## config.mk

```make
export PLATFORM = sky130hd
export DESIGN_NAME = lsu_mem_port
export DESIGN_NICKNAME = d
export VERILOG_FILES = /design/src/rtl/lsu_mem_port.sv
export SDC_FILE = /design/constraint.sdc
export NUM_CORES = 1
export LEC_CHECK = 0
export ABC_CLOCK_PERIOD_IN_PS = 6200
export CAP_MARGIN = 20
export CORE_MARGIN = 1.5
export CORE_UTILIZATION = 47
export DETAILED_ROUTE_END_ITERATION = 7
export PLACE_DENSITY = 0.87
export SLEW_MARGIN = 20
export SYNTH_ARGS = -nofsm -noshare
export SYNTH_HDL_FRONTEND = slang
export SYNTH_SLANG_ARGS = --single-unit
export TNS_END_PERCENT = 1
```

## constraint.sdc

```tcl
create_clock -name clk -period 6.2 [get_ports clk]
set_input_delay 1.86 -clock clk [delete_from_list [all_inputs] [get_ports clk]]
set_output_delay 1.86 -clock clk [all_outputs]
set_load 0.02 [all_outputs]
```

## src/rtl/lsu_mem_port.sv

```systemverilog
// Load/store unit initiator for a byte-enabled, word-addressed data memory; splits word-crossing accesses.
// Optional `define LSU_MISALIGN_TRAP_EN: misaligned H/W accesses trap instead of splitting.
module lsu_mem_port #(
    parameter int ADDR_W = 16
) (
    input  logic              clk,
    input  logic              rst,
    input  logic              req_valid,
    output logic              req_ready,
    input  logic              req_store,
    input  logic [2:0]        req_funct3,
    input  logic [31:0]       req_addr,
    input  logic [31:0]       req_wdata,
    output logic              resp_valid,
    output logic [31:0]       resp_rdata,
    output logic              misalign_exc,
    output logic [3:0]        dm_w_en,
    output logic [ADDR_W-1:0] dm_address,
    output logic [31:0]       dm_write_data,
    input  logic [31:0]       dm_read_data
);

    typedef enum logic [1:0] {IDLE, ACC0, ACC1, DONE} state_t;

    state_t              r_state;
    logic                r_req_ready;
    logic                r_resp_valid;
    logic [31:0]         r_resp_rdata;
    logic [3:0]          r_dm_w_en;
    logic [ADDR_W-1:0]   r_dm_address;
    logic [31:0]         r_dm_write_data;
    logic [1:0]          r_code;
    logic                r_sext;
    logic [1:0]          r_off;
    logic                r_split;
    logic                r_load;
    logic [3:0]          r_en_hi;
    logic [31:0]         r_wdata_hi;
    logic [31:0]         r_acc0;

    logic                w_valid_op;
    logic [2:0]          w_bytes;
    logic [7:0]          w_bmask;
    logic [7:0]          w_mask;
    logic [1:0]          w_off;
    logic [63:0]         w_wshift;
    logic                w_split;
    logic                w_wr;
    logic                w_unused_addr;

    // Funct3 011 and 11x are never valid; BU/HU are valid for loads only.
    assign w_valid_op = (req_funct3[1:0] != 2'b11) &&
                        !(req_funct3[2] && (req_store || req_funct3[1:0] == 2'b10));
    assign w_off      = req_addr[1:0];
    assign w_bytes    = (req_funct3[1:0] == 2'b00) ? 3'd1 :
                        (req_funct3[1:0] == 2'b01) ? 3'd2 : 3'd4;
    assign w_bmask    = (req_funct3[1:0] == 2'b00) ? 8'h01 :
                        (req_funct3[1:0] == 2'b01) ? 8'h03 : 8'h0F;
    assign w_mask     = w_bmask << w_off;
    assign w_wshift   = {32'h0, req_wdata} << {w_off, 3'b000};
    assign w_split    = w_valid_op && (({1'b0, w_off} + w_bytes) > 3'd4);
    assign w_wr       = req_store && w_valid_op;
    assign w_unused_addr = ^req_addr[31:ADDR_W];

    assign req_ready     = r_req_ready;
    assign resp_valid    = r_resp_valid;
    assign resp_rdata    = r_resp_rdata;
    assign dm_w_en       = r_dm_w_en;
    assign dm_address    = r_dm_address;
    assign dm_write_data = r_dm_write_data;

`ifdef LSU_MISALIGN_TRAP_EN
    logic w_misaligned;
    logic r_misalign;
    assign w_misaligned = w_valid_op &&
                          ((w_bytes == 3'd2 && w_off[0]) || (w_bytes == 3'd4 && w_off != 2'b00));
    assign misalign_exc = r_misalign;
`else
    assign misalign_exc = 1'b0;
`endif

    // The merged {high, low} pair is shifted down by the byte offset, then sized and extended.
    function automatic logic [31:0] extract(input logic [63:0] v, input logic [1:0] off,
                                            input logic [1:0] code, input logic sext);
        logic [31:0] w;
        w = 32'(v >> {off, 3'b000});
        case (code)
            2'b00:   extract = {{24{sext & w[7]}}, w[7:0]};
            2'b01:   extract = {{16{sext & w[15]}}, w[15:0]};
            default: extract = w;
        endcase
    endfunction

    always_ff @(posedge clk or posedge rst) begin
        if (rst) begin
            r_state         <= IDLE;
            r_req_ready     <= 1'b1;
            r_resp_valid    <= 1'b0;
            r_resp_rdata    <= 32'h0;
            r_dm_w_en       <= 4'b0000;
            r_dm_address    <= '0;
            r_dm_write_data <= 32'h0;
            r_code          <= 2'b00;
            r_sext          <= 1'b0;
            r_off           <= 2'b00;
            r_split         <= 1'b0;
            r_load          <= 1'b0;
            r_en_hi         <= 4'b0000;
            r_wdata_hi      <= 32'h0;
            r_acc0          <= 32'h0;
`ifdef LSU_MISALIGN_TRAP_EN
            r_misalign      <= 1'b0;
`endif
        end else begin
            case (r_state)
                IDLE: begin
                    if (req_valid) begin
                        r_req_ready <= 1'b0;
`ifdef LSU_MISALIGN_TRAP_EN
                        if (w_misaligned) begin
                            r_state      <= DONE;
                            r_resp_valid <= 1'b1;
                            r_misalign   <= 1'b1;
                            r_resp_rdata <= 32'h0;
                        end else begin
`endif
                            r_state         <= ACC0;
                            r_dm_address    <= {req_addr[ADDR_W-1:2], 2'b00};
                            r_dm_w_en       <= w_wr ? w_mask[3:0] : 4'b0000;
                            r_dm_write_data <= w_wshift[31:0];
                            r_en_hi         <= w_wr ? w_mask[7:4] : 4'b0000;
                            r_wdata_hi      <= w_wshift[63:32];
                            r_code          <= req_funct3[1:0];
                            r_sext          <= ~req_funct3[2];
                            r_off           <= w_off;
                            r_split         <= w_split;
                            r_load          <= !req_store && w_valid_op;
`ifdef LSU_MISALIGN_TRAP_EN
                        end
`endif
                    end
                end
                ACC0: begin
                    r_acc0 <= dm_read_data;
                    if (r_split) begin
                        r_state         <= ACC1;
                        r_dm_address    <= r_dm_address + ADDR_W'(4);
                        r_dm_w_en       <= r_en_hi;
                        r_dm_write_data <= r_wdata_hi;
                    end else begin
                        r_state      <= DONE;
                        r_dm_w_en    <= 4'b0000;
                        r_resp_valid <= 1'b1;
                        r_resp_rdata <= r_load ? extract({32'h0, dm_read_data}, r_off, r_code, r_sext)
                                               : 32'h0;
                    end
                end
                ACC1: begin
                    r_state      <= DONE;
                    r_dm_w_en    <= 4'b0000;
                    r_resp_valid <= 1'b1;
                    r_resp_rdata <= r_load ? extract({dm_read_data, r_acc0}, r_off, r_code, r_sext)
                                           : 32'h0;
                end
                DONE: begin
                    r_state      <= IDLE;
                    r_resp_valid <= 1'b0;
                    r_req_ready  <= 1'b1;
`ifdef LSU_MISALIGN_TRAP_EN
                    r_misalign   <= 1'b0;
`endif
                end
                default: r_state <= IDLE;
            endcase
        end
    end

endmodule

```

# After elaboration in Yosys (flattened, before gate mapping)
# Cells that the tools add are included.
# Widths: inputs -> output; s select.
# totals
output_inout_bits	87
input_bits	103
word_cells	87
register_bits	163
# classes
addsub	2
eq_ne	10
bitwise_logic	5
n_reduce_logical	22
n_shift	4
order_cmp	1
n_mux	28
# op_table
op	count
$pmux 32 s2	4
$mux 32	5
$shl 32x5->64	1
$shr 64x5->32	1
$mux 16	2
$pmux 16 s2	1
$shr 32x5->32	1
$mux 4	6
$add 16x3->16 const B	1
$pmux 4 s3	1
$reduce_and 2->1	5
$ne 2x2->1 const B	4
$pmux 2 s4	1
$shl 4x2->8	1
$eq 2x1->1 const B	3
$eq 2x2->1 const B	3
$logic_not 2->1	3
$mux 3	2
$reduce_bool 2->1	3
$reduce_bool 3->1	2
$logic_and 1x1->1	5
$and 1x1->1	4
$add 2x3->3	1
$gt 3x3->1 const B	1
other kinds (8)	11

# Logic depth before layout (Yosys ltp)
# Gate-level depths: netlist of run 1.
# logic_depth
depth_word	9
ltp_mapped	9
ltp_nobuf	7

# Worst setup path after synthesis of run 1
# No wires, ideal clock.
# synth_path
path_kind	input -> register
from	in req_funct3[1]
to	reg r_split
path_buffers	1
arrival_time_ns	3.195
t_required_ns	6.117
path_slack_ns	2.922
setup_ns	0.083
stages	7
cell_sequence	clkbuf_1 -> nor2_1 -> ha_1 -> fa_1 -> nor4b_1 -> o22ai_1 -> o21ai_0
# synth_via
elab_chain_cells	6
word_cells_on_any_way	13
cone_classes	1 x add/sub; 1 x order compare; 3 x eq/ne; 2 x mux; 6 x reduce/logical
# synth_lines
element	line_no	rtl
from (decl)	11	input logic [2:0] req_funct3,
$eq 2x1->1 / $eq 2x2->1 (equally long branches)	56, 53	
$mux 3 / $logic_or 1x1->1 (equally long branches)	56, 53	
$mux 3 / $logic_and 1x1->1 (equally long branches)	55, 53	
$add 2x3->3 / $logic_not 1->1 (equally long branches)	61, 53	
$gt 3x3->1 / $logic_and 1x1->1 (equally long branches)	61, 52	
$logic_and 1x1->1 *	61	assign w_split = w_valid_op && (({1'b0, w_off} + w_bytes) > 3'd4);
to (signal assigned)	136	r_split <= w_split;
to (decl)	35	logic r_split;
# Every way passes the cells marked *; elsewhere a longest branch is shown, timed or not.
# A chain may end at the register's enable or synchronous reset.

# Worst setup path in the final report of run 1
# layout_path
from	in req_addr[1]
to	reg r_dm_write_data[17] (netlist: dm_write_data[17])
# layout_via
elab_chain_cells	3
# layout_lines
element	line_no	rtl
from (decl)	12	input logic [31:0] req_addr,
$shl 32x5->64	60	assign w_wshift = {32'h0, req_wdata} << {w_off, 3'b000};
$mux 32	117	if (req_valid) begin
$pmux 32 s2	115	case (r_state)
to (signal assigned)	130	r_dm_write_data <= w_wshift[31:0];
to (signal assigned)	149	r_dm_write_data <= r_wdata_hi;
to (decl)	31	logic [31:0] r_dm_write_data;
# Every way passes these cells. The select of a mux whose other input is x is not followed.

==> qor.csv, run 1 <==
metric,value,unit
status,"complete, no violations",
CP Capture Type,flop,
Max Slew Vio Count,0,
Hold WC Path Type,reg2reg,
number of global-route vias before repair,7719,
Pleak,0.00461,µW
crit path cell chain,"clkdlybuf4s50_1, inv_1, nor2_1, a221oi_1, o31ai_1",
most frequent cells in the layout,"170 x clkdlybuf4s50_1, 149 x dfrtp_1, 106 x nand2_1",
switching share of power,0.431,
die width,141,µm
"commonest non-fill, non-tap cell in the layout",clkdlybuf4s50_1,
DP HPWL,16.8,mm
antenna violations before repair,0,
PwrDens,539,nW/µm²
cell area after synthesis,8940,µm²
ys flop type,dfrtp_1,
Synth-to-Final Area Change,25.8,%
clock-pin slew on the worst setup and hold paths,0.06,ns
final WL,26.0,mm
Post-Synthesis Cells,911,
nets@finish,1145,
IO Count,190,
worst skew pair latency,0.42,ns
Buf/Inv on CP,2,
post-route minimum period,3.85,ns
worst reg2reg path endpoint,dm_write_data[8],
DR iter-0 viols,936,
Max Cap Viol,0,
CTS tree,yes,
layout cell share with drive strength beyond 1,0.109,
RSZ-0062 raised after global routing,false,
relative slew slack,0.220,
Worst Path Required,6.51,ns
Starting Density,0.478,
CP Launch Point,req_addr[1],
crit-path max FO,16,
"Slowest-stage cell, CP",clkdlybuf4s50_1,
final setup fails,0,
final std cells w/o fill,1279,
sequential element share of the synthesized area,0.426,
total track usage,0.261,
die area,19800,µm²
DRC errors left,0,
Netlist cell types,69,
setup TNS,0,ns
Psw,2610,µW
Worst-Margin Slew,1.17,ns
asr flop ratio synth,1.00,
CTS Sinks,152,
Startpoint Class,input pin,
final critical-path setup slack,2.35,ns
internal reg-to-reg setup slack,3.07,ns
"EDFF count, synth",0,
worst r2r path cells,6,
"CP delay by family, top",buffers and inverters,
placed instance count,1248,
largest net degree at the start of global routing,102,
Root Buffer,clkbuf_16,
Fin Clk Skew,0.00837,ns
Core Region,18700,µm²
Die H,141,µm
sequential power share,0.292,
kind of critical path,in2reg,
Int Power,3450,µW
setup slack at placement,1.97,ns
total iterations of the first detailed-routing run,7,
Hold Fails Final Rpt,0,
first-pass GRT wire length,40.9,mm
Post-CTS Hold Buffers,0,
fin crit share,0.621,
"flops & latches, synth",152,
Critical Path Sink,dm_write_data[17],
Vias,8070,
YS warnings,0,
PortBufs,170,
Max Fclk,0.260,GHz
Clock power frac,0.178,
R2R Path Start,r_state[1],
Syn Area/Cell,9.81,µm²
Logic pwr share,0.529,
Vias/cell,6.31,
critical path depth,5,
postcts setup bufs,0,
Min Hold Slack,0.478,ns
delay of the slowest critical-path stage,0.85,ns
Max Root-Sink Buffers,2,
site row count,50,
Peak VDD IR,0.272,mV
Max H-tree Level,4,
GPL Wtd Cong,0.877,
cts bufs inserted,17,
diode count,0,
post-CTS sizing,0,
Avg WL per Cell,20.4,µm
Worst Path Arrival,4.16,ns
DRT antenna net count,0,
Congestion Overflow GR,0,
## logic make-up after synthesis
logic type | Yosys count | share of synthesized area
multiplexers | 147 | 0.176
buffers and inverters | 99 | 0.0563
XOR/XNOR | 2 | 0.00196
other | 1 | 0.000420
adder cells (fa/ha/maj) | 9 | 0.0134
flip-flops | 152 | 0.426
AND/OR/NAND/NOR | 244 | 0.127
AO/OA/AOI/OAI | 257 | 0.199
## per-layer routing
layer  part of all wire  wire length, µm  vias up  track usage
li1                   -                -     3596            -
met1               0.41            10700     3909        0.349
met2               0.47            12200      499        0.417
met3              0.094             2460       66       0.0632
met4              0.026              679        0       0.0905
met5                  0                0        -            0
## state kept, by name, indices dropped and copies added (netlist names), 3 cells and up
| register | cells |
|---|---|
| dm_write_data | 32 |
| r_acc0 | 32 |
| resp_rdata | 32 |
| r_wdata_hi | 24 |
| dm_address | 14 |
| dm_w_en | 4 |
| r_en_hi | 3 |
## worst min path at each step
stage,start,endpoint,slack (ns),cells past startpoint
CTS,resp_rdata[13],resp_rdata[13],0.48,2
floorplan,r_en_hi[0],r_en_hi[0],0.45,2
global route,r_en_hi[0],r_en_hi[0],0.50,2
global placement,dm_write_data[22],dm_write_data[22],0.46,2
finish,resp_rdata[13],resp_rdata[13],0.48,2
detailed placement,dm_write_data[22],dm_write_data[22],0.47,2
## synth_stat cells, types with 5 or more instances
library cell / count / area, µm²
buf_2: 24 / 120
ha_1: 8 / 100
buf_1: 5 / 18.8
a211oi_1: 17 / 128
a2bb2oi_1: 9 / 78.8
o211ai_1: 18 / 135
mux2i_1: 90 / 901
o31ai_1: 24 / 180
dfrtp_1: 151 / 3780
nand2_1: 107 / 402
a21oi_1: 44 / 220
a32oi_1: 13 / 114
nand2b_1: 14 / 87.6
and2_1: 10 / 62.6
a221oi_1: 16 / 140
nor2_1: 62 / 233
o221ai_1: 8 / 70.1
inv_1: 19 / 71.3
clkbuf_1: 30 / 113
a22o_1: 8 / 70.1
a22oi_1: 12 / 90.1
o22ai_1: 16 / 100
nor4b_1: 9 / 78.8
nand3_1: 13 / 65.1
buf_4: 12 / 90.1
nand4_1: 6 / 37.5
o21ai_0: 50 / 250
mux2_2: 53 / 597
## worst min-delay path, stage by stage (launching register included)
cell and delay (ns):
dfrtp_1 0.34, nand2_1 0.05, o31ai_1 0.05
## power by group through the flow
stage	sequential [µW]	clock, µW	combinational (µW)
3_3_place_gp	1750	0	3070
6_report	1770	1080	3210
5_1_grt	1820	1140	3440
4_1_cts	1760	1090	3180
2_1_floorplan	1920	0	2020
3_5_place_dp	1760	0	3160
## metrics by stage
stage	cell area, µm²	util	power [µW]
5_1_grt	11200	0.601	6400
2_1_floorplan	8940	-	3930
3_3_place_gp	10600	0.568	4820
4_1_cts	11200	0.601	6040
6_report	11200	0.601	6060
3_5_place_dp	10600	0.568	4920
## final cells by class
class | count | area [µm²]
clock inverters | 11 | 146
multi-input cells | 662 | 4670
fillers | 1505 | 7460
well taps | 234 | 293
clock buffers | 20 | 467
repair buffers | 181 | 1780
flip-flops and latches | 152 | 3810
inverters | 19 | 76.3
Note: power is estimated with default switching activity, not from simulation.
==> run 2: changes to the inputs <==
Settings changed: ABC_CLOCK_PERIOD_IN_PS 6200 to 3700, CORE_UTILIZATION 47 to 52, PLACE_DENSITY 0.87 to 0.9.
Clock period 6.2 ns to 3.7 ns, I/O delays scaled along.
==> run 2 against run 1 <==
Clock skew increased by 0.0011 ns. Non-clock buffer count is 14 higher. Register-to-register slack got worse by 2.1 ns. Clock power up 75%. Die area shrank 9.4%. Final cell count barely moved. Flip-flop and latch count stayed put. Via count grew 1.7%. Critical endpoint is now r_wdata_hi[7].
==> qor.csv, run 2 (same netlist as run 1, synthesis figures left out) <==
metric,value,unit,change
status,"complete, no violations",,
DR iter-0 viols,785,,-16%
relative slew slack,0.351,,+0.131
Hold WC Path Type,reg2reg,,
Synth-to-Final Area Change,27.7,%,
Starting Density,0.535,,+0.0573
Congestion Overflow GR,0,,unchanged
fin crit share,0.803,,
final critical-path setup slack,0.727,ns,-1.62 ns
total track usage,0.295,,+0.0334
Vias/cell,6.41,,+1.6%
setup TNS,0,ns,unchanged
DRT antenna net count,0,,unchanged
Core Region,16700,µm²,-11%
layout cell share with drive strength beyond 1,0.121,,+0.0117
Max Fclk,0.336,GHz,
RSZ-0062 raised after global routing,false,,
setup slack at placement,0.370,ns,-1.60 ns
Worst Hold Launch,resp_rdata[8],,
Max Cap Viol,0,,unchanged
PortBufs,170,,unchanged
total iterations of the first detailed-routing run,5,,-2
die area,18000,µm²,-9.4%
DRC errors left,0,,unchanged
nets@finish,1159,,+1.2%
Vias,8205,,+1.7%
post-route minimum period,2.97,ns,
number of global-route vias before repair,8136,,+5.4%
antenna violations before repair,0,,unchanged
largest net degree at the start of global routing,59,,-42%
DP HPWL,17.5,mm,+4.6%
Die H,134,µm,-4.8%
utilization after layout,0.683,,+0.0820
GPL Wtd Cong,0.911,,+3.9%
CP Launch Point,req_addr[0],,
die width,134,µm,-4.8%
Post-Place Cell Area,10800,µm²,+1.2%
Hold Fails Final Rpt,0,,unchanged
diode count,0,,unchanged
cts bufs inserted,17,,unchanged
Max H-tree Level,4,,unchanged
"commonest non-fill, non-tap cell in the layout",clkdlybuf4s50_1,,
Avg WL per Cell,20.6,µm,+0.98%
Worst Path Arrival,3.31,ns,-0.85 ns
Pleak,0.00470,µW,+1.9%
postcts setup bufs,0,,unchanged
PwrDens,906,nW/µm²,+68%
Max Root-Sink Buffers,2,,unchanged
post-CTS sizing,0,,unchanged
Root Buffer,clkbuf_16,,
CP Capture Type,flop,,
first-pass GRT wire length,41.9,mm,+2.3%
Startpoint Class,input pin,,
CTS tree,yes,,
final WL,26.3,mm,+1.1%
most frequent cells in the layout,"170 x clkdlybuf4s50_1, 149 x dfrtp_1, 106 x nand2_1",,
crit-path max FO,12,,-4
site row count,47,,-6.0%
Worst-Margin Slew,0.971,ns,-0.197 ns
worst skew pair latency,0.43,ns,about the same
CTS Sinks,152,,unchanged
Post-CTS Hold Buffers,0,,unchanged
final setup fails,0,,unchanged
Worst Path Required,4.04,ns,-2.47 ns
kind of critical path,in2reg,,
Peak VDD IR,0.520,mV,+91%
post-route cell area,11400,µm²,+1.5%
Fin Clk Skew,0.00945,ns,+0.00108 ns
R2R Path Start,r_state[1],,
Max Slew Vio Count,0,,unchanged
clock-pin slew on the worst setup and hold paths,0.06,ns,about the same
IO Count,190,,unchanged
run 2: layout make-up:
type	instances	area, µm²
fillers	1242	5290
well taps	220	275
clock inverters	11	170
repair buffers	195	1940
multi-input cells	662	4670
clock buffers	21	470
flip-flops and latches	152	3810
inverters	19	75.1
run 2: per-stage QoR:
step,hold WS [ns],power [µW],std cells
after floorplan,0.448,6590,913
after global placement,0.460,8120,1248
after detailed placement,0.470,8330,1248
after CTS,0.483,10300,1280
after global routing,0.502,10900,1280
final,0.479,10300,1280
run 2: worst paths after layout:
| path | slack (ns) | cells after the start | to |
|---|---|---|---|
| worst max register to register | 0.95 | 6 | resp_rdata[27] |
| min in group asynchronous | 1.14 | 2 | r_sext |
| max in group asynchronous | 1.88 | 3 | r_off[1] |
| worst min register to register | 0.48 | 2 | resp_rdata[8] |
| worst max-delay path | 0.73 | 6 | r_wdata_hi[7] |
| worst min-delay path | 0.48 | 2 | resp_rdata[8] |
run 2: per-layer routing:
| layer | GRT usage | routed length [µm] | part of all wire |
|---|---|---|---|
| met3 | 0.0669 | 2620 | 0.10 |
| met4 | 0.125 | 647 | 0.025 |
| met5 | 0 | 0 | 0 |
| met1 | 0.375 | 10200 | 0.39 |
| met2 | 0.485 | 12800 | 0.49 |
run 2: critical path: stages:
cell and delay, ns:
clkdlybuf4s50_1 0.90, buf_4 0.28, inv_1 0.09, nor2_1 0.52, a22oi_1 0.19, o21ai_0 0.21
run 2: power breakdown:
part           total [µW]  leakage (µW)  switching (µW)  internal [µW]
clock                1890      0.000305             708           1180
sequential           3080       0.00191             693           2390
combinational        5360       0.00248            3010           2350
total               10300       0.00470            4410           5920
